### config.mk
export PLATFORM = sky130hd
export DESIGN_NAME = mux_n_pipe
export DESIGN_NICKNAME = d
export VERILOG_FILES = /design/src/rtl/mux_pkg.sv /design/src/rtl/mux2_w.sv /design/src/rtl/mux_n_pipe.sv
export SDC_FILE = /design/constraint.sdc
export NUM_CORES = 1
export LEC_CHECK = 0
export CAP_MARGIN = 30
export CORE_ASPECT_RATIO = 0.75
export CORE_MARGIN = 2
export CORE_UTILIZATION = 44
export DETAILED_ROUTE_END_ITERATION = 6
export PLACE_DENSITY = 0.9
export SLEW_MARGIN = 5
export SYNTH_ARGS = -nofsm -noshare
export SYNTH_HDL_FRONTEND = slang
export SYNTH_SLANG_ARGS = --single-unit
### constraint.sdc
create_clock -name clk -period 4.15 [get_ports clk]
set_input_delay 1.245 -clock clk [delete_from_list [all_inputs] [get_ports clk]]
set_output_delay 1.245 -clock clk [all_outputs]
set_load 0.05 [all_outputs]
### src/rtl/mux_pkg.sv
// Shared helpers for the pipelined 2^N:1 word mux: stage count and the
// layout of the flattened per-level word array.
package mux_pkg;

    // Number of register stages: set bits among the low n bits of the mask.
    function automatic int popcount(input logic [31:0] mask, input int n);
        int c;
        c = 0;
        for (int i = 0; i < n; i++) begin
            if (mask[i]) c++;
        end
        return c;
    endfunction

    // Words produced by tree level l of an n-level tree.
    function automatic int level_words(input int n, input int l);
        return 1 << (n - 1 - l);
    endfunction

    // Word offset of layer k in the flat array. Layer 0 is the input set
    // (2^n words); layer k (k >= 1) is the output of level k-1.
    function automatic int layer_off(input int n, input int k);
        return (1 << (n + 1)) - (1 << (n + 1 - k));
    endfunction

endpackage

### src/rtl/mux2_w.sv
// W-bit 2:1 multiplexer, the leaf cell of the select tree.
module mux2_w #(
    parameter int W = 8
) (
    input  logic [W-1:0] in0,
    input  logic [W-1:0] in1,
    input  logic         sel,
    output logic [W-1:0] out
);

    assign out = sel ? in1 : in0;

endmodule

### src/rtl/mux_n_pipe.sv
// Pipelined 2^N:1 word mux with valid/ready flow control. Level l of the
// tree resolves select bit l; a register stage with backpressure can follow
// any level. For N=0 the select ports shrink to a single unused bit that is
// simply passed through.
module mux_n_pipe
    import mux_pkg::*;
#(
    parameter int          N         = 3,
    parameter int          W         = 8,
    parameter logic [31:0] PIPE_MASK = 32'b101
) (
    input  logic                          clk,
    input  logic                          rst,
    input  logic                          in_valid,
    output logic                          in_ready,
    input  logic [W*(2**N)-1:0]           in_data,
    input  logic [((N > 0) ? N : 1)-1:0]  in_sel,
    output logic                          out_valid,
    input  logic                          out_ready,
    output logic [W-1:0]                  out_data,
    output logic [((N > 0) ? N : 1)-1:0]  out_sel
);

    localparam int SW      = (N > 0) ? N : 1;
    localparam int L       = popcount(PIPE_MASK, N);
    localparam bit PIPED   = (L > 0);
    localparam int TOT     = (2 ** (N + 1)) - 1;
    localparam int OUT_OFF = layer_off(N, N) * W;

    // Per-layer view after any register stage: data words, valid, select,
    // and the ready seen by whatever consumes that layer.
    logic [TOT*W-1:0] post_d;
    logic             post_v   [0:N];
    logic [SW-1:0]    post_sel [0:N];
    logic             rdy      [0:N];

    assign post_d[0 +: (2**N)*W] = in_data;
    assign post_v[0]             = in_valid;
    assign post_sel[0]           = in_sel;
    assign rdy[N]                = out_ready;

    for (genvar l = 0; l < N; l++) begin : g_lvl
        localparam int LW   = level_words(N, l);
        localparam int IOFF = layer_off(N, l) * W;
        localparam int OOFF = layer_off(N, l + 1) * W;

        logic [LW*W-1:0] comb;

        for (genvar j = 0; j < LW; j++) begin : g_mux
            mux2_w #(.W(W)) u_mux (
                .in0 (post_d[IOFF + (2*j)*W   +: W]),
                .in1 (post_d[IOFF + (2*j+1)*W +: W]),
                .sel (post_sel[l][l]),
                .out (comb[j*W +: W])
            );
        end

        if (PIPE_MASK[l]) begin : g_reg
            logic            vld_p;
            logic [LW*W-1:0] data_p;
            logic [SW-1:0]   sel_p;
            logic            ld_p;

            // Stage may load when empty or when its contents move on this edge.
            assign ld_p = !vld_p || rdy[l+1];

            // Stage register: take upstream word set (or bubble) when ready, else hold.
            always_ff @(posedge clk) begin
                if (rst) begin
                    vld_p  <= 1'b0;
                    data_p <= '0;
                    sel_p  <= '0;
                end else if (ld_p) begin
                    vld_p  <= post_v[l];
                    data_p <= comb;
                    sel_p  <= post_sel[l];
                end
            end

            assign rdy[l]                  = ld_p;
            assign post_v[l+1]             = vld_p;
            assign post_sel[l+1]           = sel_p;
            assign post_d[OOFF +: LW*W]    = data_p;
        end else begin : g_wire
            assign rdy[l]                  = rdy[l+1];
            assign post_v[l+1]             = post_v[l];
            assign post_sel[l+1]           = post_sel[l];
            assign post_d[OOFF +: LW*W]    = comb;
        end
    end

    // While reset is held the pipe is being flushed: present nothing and
    // accept freely (accepted words are discarded by the reset itself).
    assign out_valid = post_v[N] && !(rst && PIPED);
    assign in_ready  = rdy[0] || (rst && PIPED);
    assign out_data  = post_d[OUT_OFF +: W];
    assign out_sel   = post_sel[N];

endmodule
---- After elaboration in Yosys (flattened, before gate mapping) ----
Cells that the tools add are included.
cells by class
  muxes and demuxes ....................... 7
  reductions and logical operators ........ 7
operator list
  operator           number
  8-bit 2-to-1 mux   7
  1-bit zero test    3
  1-bit logical OR   3
  1-bit logical AND  1
word-level totals
  register bits ........................... 48
  input bits .............................. 71
  output and inout bits ................... 13
  logic and storage cells ................. 20

---- Longest topological paths before layout ----
  depth after elaboration ................. 4
  gate-level depth with buffers ........... 5
  depth with buffers taken out ............ 3

---- Cells and area by module ----
Synthesis repeated with hierarchy kept, for this count alone.
second synthesis, totals
  cells, all modules ...................... 274
  area, all modules ....................... 2646.3 um^2
modules (own cells, without submodules)
  module      times used  cells each  area an instance (um^2)  seq. area each (um^2)
  mux_n_pipe  1           211         1726.7                   960.9
  mux2_w      7           9           131.4                    0.0

---- Worst setup path before layout ----
OpenSTA, ideal clock, no wires.
  path type ............................... input to output
  from .................................... input port rst
  to ...................................... output port out_valid
  arrival ................................. 2.261 ns
  required time ........................... 2.905 ns
  slack ................................... 0.644 ns
  cell stages on the path ................. 3
  buffers on the path ..................... 2
  cells stage by stage .................... clkbuf_1 clkbuf_1 nor2b_1
between the ends
  longest elaborated chain between the ends .. 2
RTL lines
  what               RTL line          source
  start, declared    mux_n_pipe.sv:13  input logic rst,
  1-bit zero test    mux_n_pipe.sv:94  assign out_valid = post_v[N] && !(rst && PIPED);
  1-bit logical AND  mux_n_pipe.sv:94
  end, declared      mux_n_pipe.sv:18  output logic out_valid,
No other way between the ends.

---- Worst setup path in the final report ----
  from .................................... input port out_ready
  to ...................................... output port in_ready
between the ends
  longest elaborated chain between the ends .. 3
RTL lines
  what                           RTL line          source
  start, declared                mux_n_pipe.sv:19  input logic out_ready,
  1-bit logical OR (2 in a row)  mux_n_pipe.sv:65  assign ld_p = !vld_p || rdy[l+1];
  1-bit logical OR               mux_n_pipe.sv:95  assign in_ready = rdy[0] || (rst && PIPED);
  end, declared                  mux_n_pipe.sv:15  output logic in_ready,
No other way between the ends.

==> flow_summary_export.csv <==
group,metric,value,unit
critical_path,arrival,2390,ps
die,initial_core_util,45.5,%
drt,wirelength,4930,um
flow_run,maxCapViolCount,0,
critical_path,cp-start-kind,"input pin",
final_layout,drive_gt1_share,11.6,%
final_layout,n_antenna_cell,0,
critical_path,crit_chain,"clkdlybuf4s50_1, nand3b_2, or2_2, buf_4",
die,die_h,65.7,um
critical_path,rr_worst_depth,3,
global_routing,grt_max_degree,69,
hold_path,hold-path-endpoint,"g_lvl[0].g_reg.sel_p[0]",
clock_tree,postCtsHoldBufs,0,
clock_tree,post_cts_buffers,0,
final_layout,syn2layout_area_growth,40.2,%
synthesis,synthDistinctLibCells,18,
pwr,sw_frac_of_total,24.3,%
synthesis,syn_inst,212,
synthesis,yosysTopAreaCell,"dfxtp_1",
drt,wl_per_cell,14.3,um
final_layout,stdcell_count,345,
pwr,pwr-share-clk,31.6,%
critical_path,r2r_setup_slack,2440,ps
clock_tree,cts_buffers,5,
synthesis,synth_top_area_share,43.1,%
timing,period_minus_slack,3640,ps
critical_path,crit_type,"input pin to primary output",
clock_tree,cts_tree,"done",
global_routing,grt_overflow,0,
critical_path,r2r_end,"out_data[2]",
timing,setup_viol,0,
critical_path,critPathSlowestCell,"clkdlybuf4s50_1",
global_routing,grt_pass1_vias,1761,
die,dieArea,0.00566,mm2
critical_path,path_max_fanout,2,
final_layout,nets,355,
clock_tree,cts_root_buf,"clkbuf_8",
clock_tree,clock-sinks,48,
clock_tree,cts_resized,0,
clock_tree,cts_htree_levels,2,
timing,worstMarginPinSlew,917,ps
die,rows,22,
place,dp.final_hpwl,3690,um
pwr,p_per_area,333,mW/mm2
critical_path,crit_path_end_kind,"primary output",
pwr,ir_worst_vdd,0.154,mV
final_layout,seqCellArea,961,um2
pwr,p_leak,1.27,nW
drt,drt_iter0_drc,95,
clock_tree,insertion_delay,300,ps
timing,drv_slew,0,
critical_path,crit_family,"buffers and inverters",
timing,hold_viol,0,
die,core_area,0.00490,mm2
critical_path,r2r-start,"g_lvl[0].g_reg.sel_p[1]",
synthesis,synth_nets,283,
final_layout,fillCellCount,431,
place,gp_congestion,0.771,
timing,period_share,87.7,%
synthesis,seq_area_frac_synth,43.1,%
status,run_status,"finished, final reports clean",
timing,rsz0062_at_grt,"no",
die,die_w,86.2,um
synthesis,synth_area_leaders,"dfxtp_1, mux2i_1, mux4_2",
pwr,p_sw,0.254,mW
synthesis,yosysWarnings,0,
place,numPortBuffers,83,
timing,fmax,275,MHz
clock_tree,clockBufferDepth,2,
drt,dr.pass1.iters,4,
pwr,p_seq_share,49.4,%
place,dpl.cell_count,337,
timing,slew_headroom,38.8,%
critical_path,worst-path-buf-inv,2,
die,ioPinCount,84,
synthesis,syn-cell-area,0.00223,mm2
hold_path,holdCritPathClass,"flip-flop to flip-flop",
clock_tree,clk_pin_slew,80,ps
drt,ant_nets,0,
timing,finalClockSkew,6.16,ps
timing,final.setup.tns,0,ps
hold_path,min_path_cells,2,
pwr,p_comb_share,19.1,%
synthesis,syn_avg_cell_area,10.5,um2
place,place_area,0.00302,mm2
timing,worst_hold_slack,487,ps
global_routing,grt_pass1_wl,8270,um
synthesis,synth-seq-cells,48,
drt,vias_per_cell,5.18,
global_routing,global_route.usage.total,19.0,%
hold_path,worstHoldStart,"g_lvl[0].g_reg.sel_p[0]",
critical_path,cp_slowest_stage_delay,430,ps
final_layout,final_util,63.8,%
final_layout,stdcell_area,0.00313,mm2
critical_path,required,2900,ps
final_layout,multi_input_area,0.00114,mm2
pwr,p_int,0.788,mW
drt,vias,1786,
drt,drc_errors,0,
global_routing,antenna_found_initial,0,
[stage by stage]
stage | worst slack (ps) | total power, mW
2_1_floorplan | 644 | 0.631
3_3_place_gp | 527 | 0.720
3_5_place_dp | 525 | 0.726
4_1_cts | 516 | 1.05
5_1_grt | 487 | 1.08
6_report | 512 | 1.04
[how the worst max path moves through the flow]
stage,slack [ps],from,endpoint,cells past startpoint
final,510,out_ready,in_ready,4
after CTS,520,out_ready,in_ready,4
after detailed placement,530,out_ready,in_ready,4
after global placement,530,out_ready,in_ready,4
after global routing,490,out_ready,in_ready,4
after floorplan,640,rst,out_valid,3
[layout by cell type, fill, tap and decap left out, drive strengths merged]
cell type      count
or2                1
clkdlybuf4s50     79
a211oi            32
nand3b             1
nor2b              2
buf                7
a21oi              4
nand2              3
bufinv             1
clkinv             1
dfxtp             48
clkbuf             6
nand3              3
inv                1
mux4               8
nor2              45
mux2i             43
[synth_stat cells, drive strengths merged]
cell type / instances
nor2: 45
a21oi: 4
dfxtp: 48
mux2i: 43
nand2: 3
nor2b: 2
nand3: 3
nand3b: 1
a211oi: 32
mux4: 8
clkbuf: 10
buf: 11
inv: 1
or2: 1
[routing by layer]
| layer | global-route usage (%) | wire (um) |
|---|---|---|
| met1 | 24.2 | 2240 |
| met5 | 0 | 0 |
| met2 | 31.5 | 2250 |
| met3 | 4.90 | 346 |
| met4 | 6.64 | 91 |
[logic make-up (layout without fill, tap and decap cells)]
logic type / after synthesis / count (layout) / share of synthesized area (%)
buf+inv: 22 / 95 / 5.78
mux: 51 / 51 / 27.4
simple gates: 55 / 55 / 10.1
flops: 48 / 48 / 43.1
compound gates: 36 / 36 / 13.7
[power by group through the flow]
| stage | Sequential, mW | Combinational, mW | Clock (mW) |
|---|---|---|---|
| after floorplan | 0.540 | 0.0908 | 0 |
| after global placement | 0.524 | 0.195 | 0 |
| after detailed placement | 0.525 | 0.201 | 0 |
| after CTS | 0.515 | 0.201 | 0.336 |
| after global routing | 0.519 | 0.214 | 0.351 |
| final | 0.514 | 0.199 | 0.329 |
[flip-flops by register name, indices dropped and copies added (netlist names)]
name and count:
g_lvl.g_reg.vld_p 2, out_data 8, out_sel 3, g_lvl.g_reg.data_p 32, g_lvl.g_reg.sel_p 3
[worst register-to-register path, delay by kind of cell (launching register included)]
kind,cells,cell delay (ps)
multiplexers,2,810
AND/OR/NAND/NOR,1,50
flip-flops,1,740
[cell type report]
type | instances | share of cell area [%]
Clock buffer | 6 | 2.32
Timing Repair Buffer | 86 | 26.8
Inverter | 1 | 0.120
Sequential cell | 48 | 30.7
Tap cell | 60 | 2.40
Multi-Input combinational cell | 142 | 36.5
Clock inverter | 2 | 1.12
(Power assumes the default switching activity.)
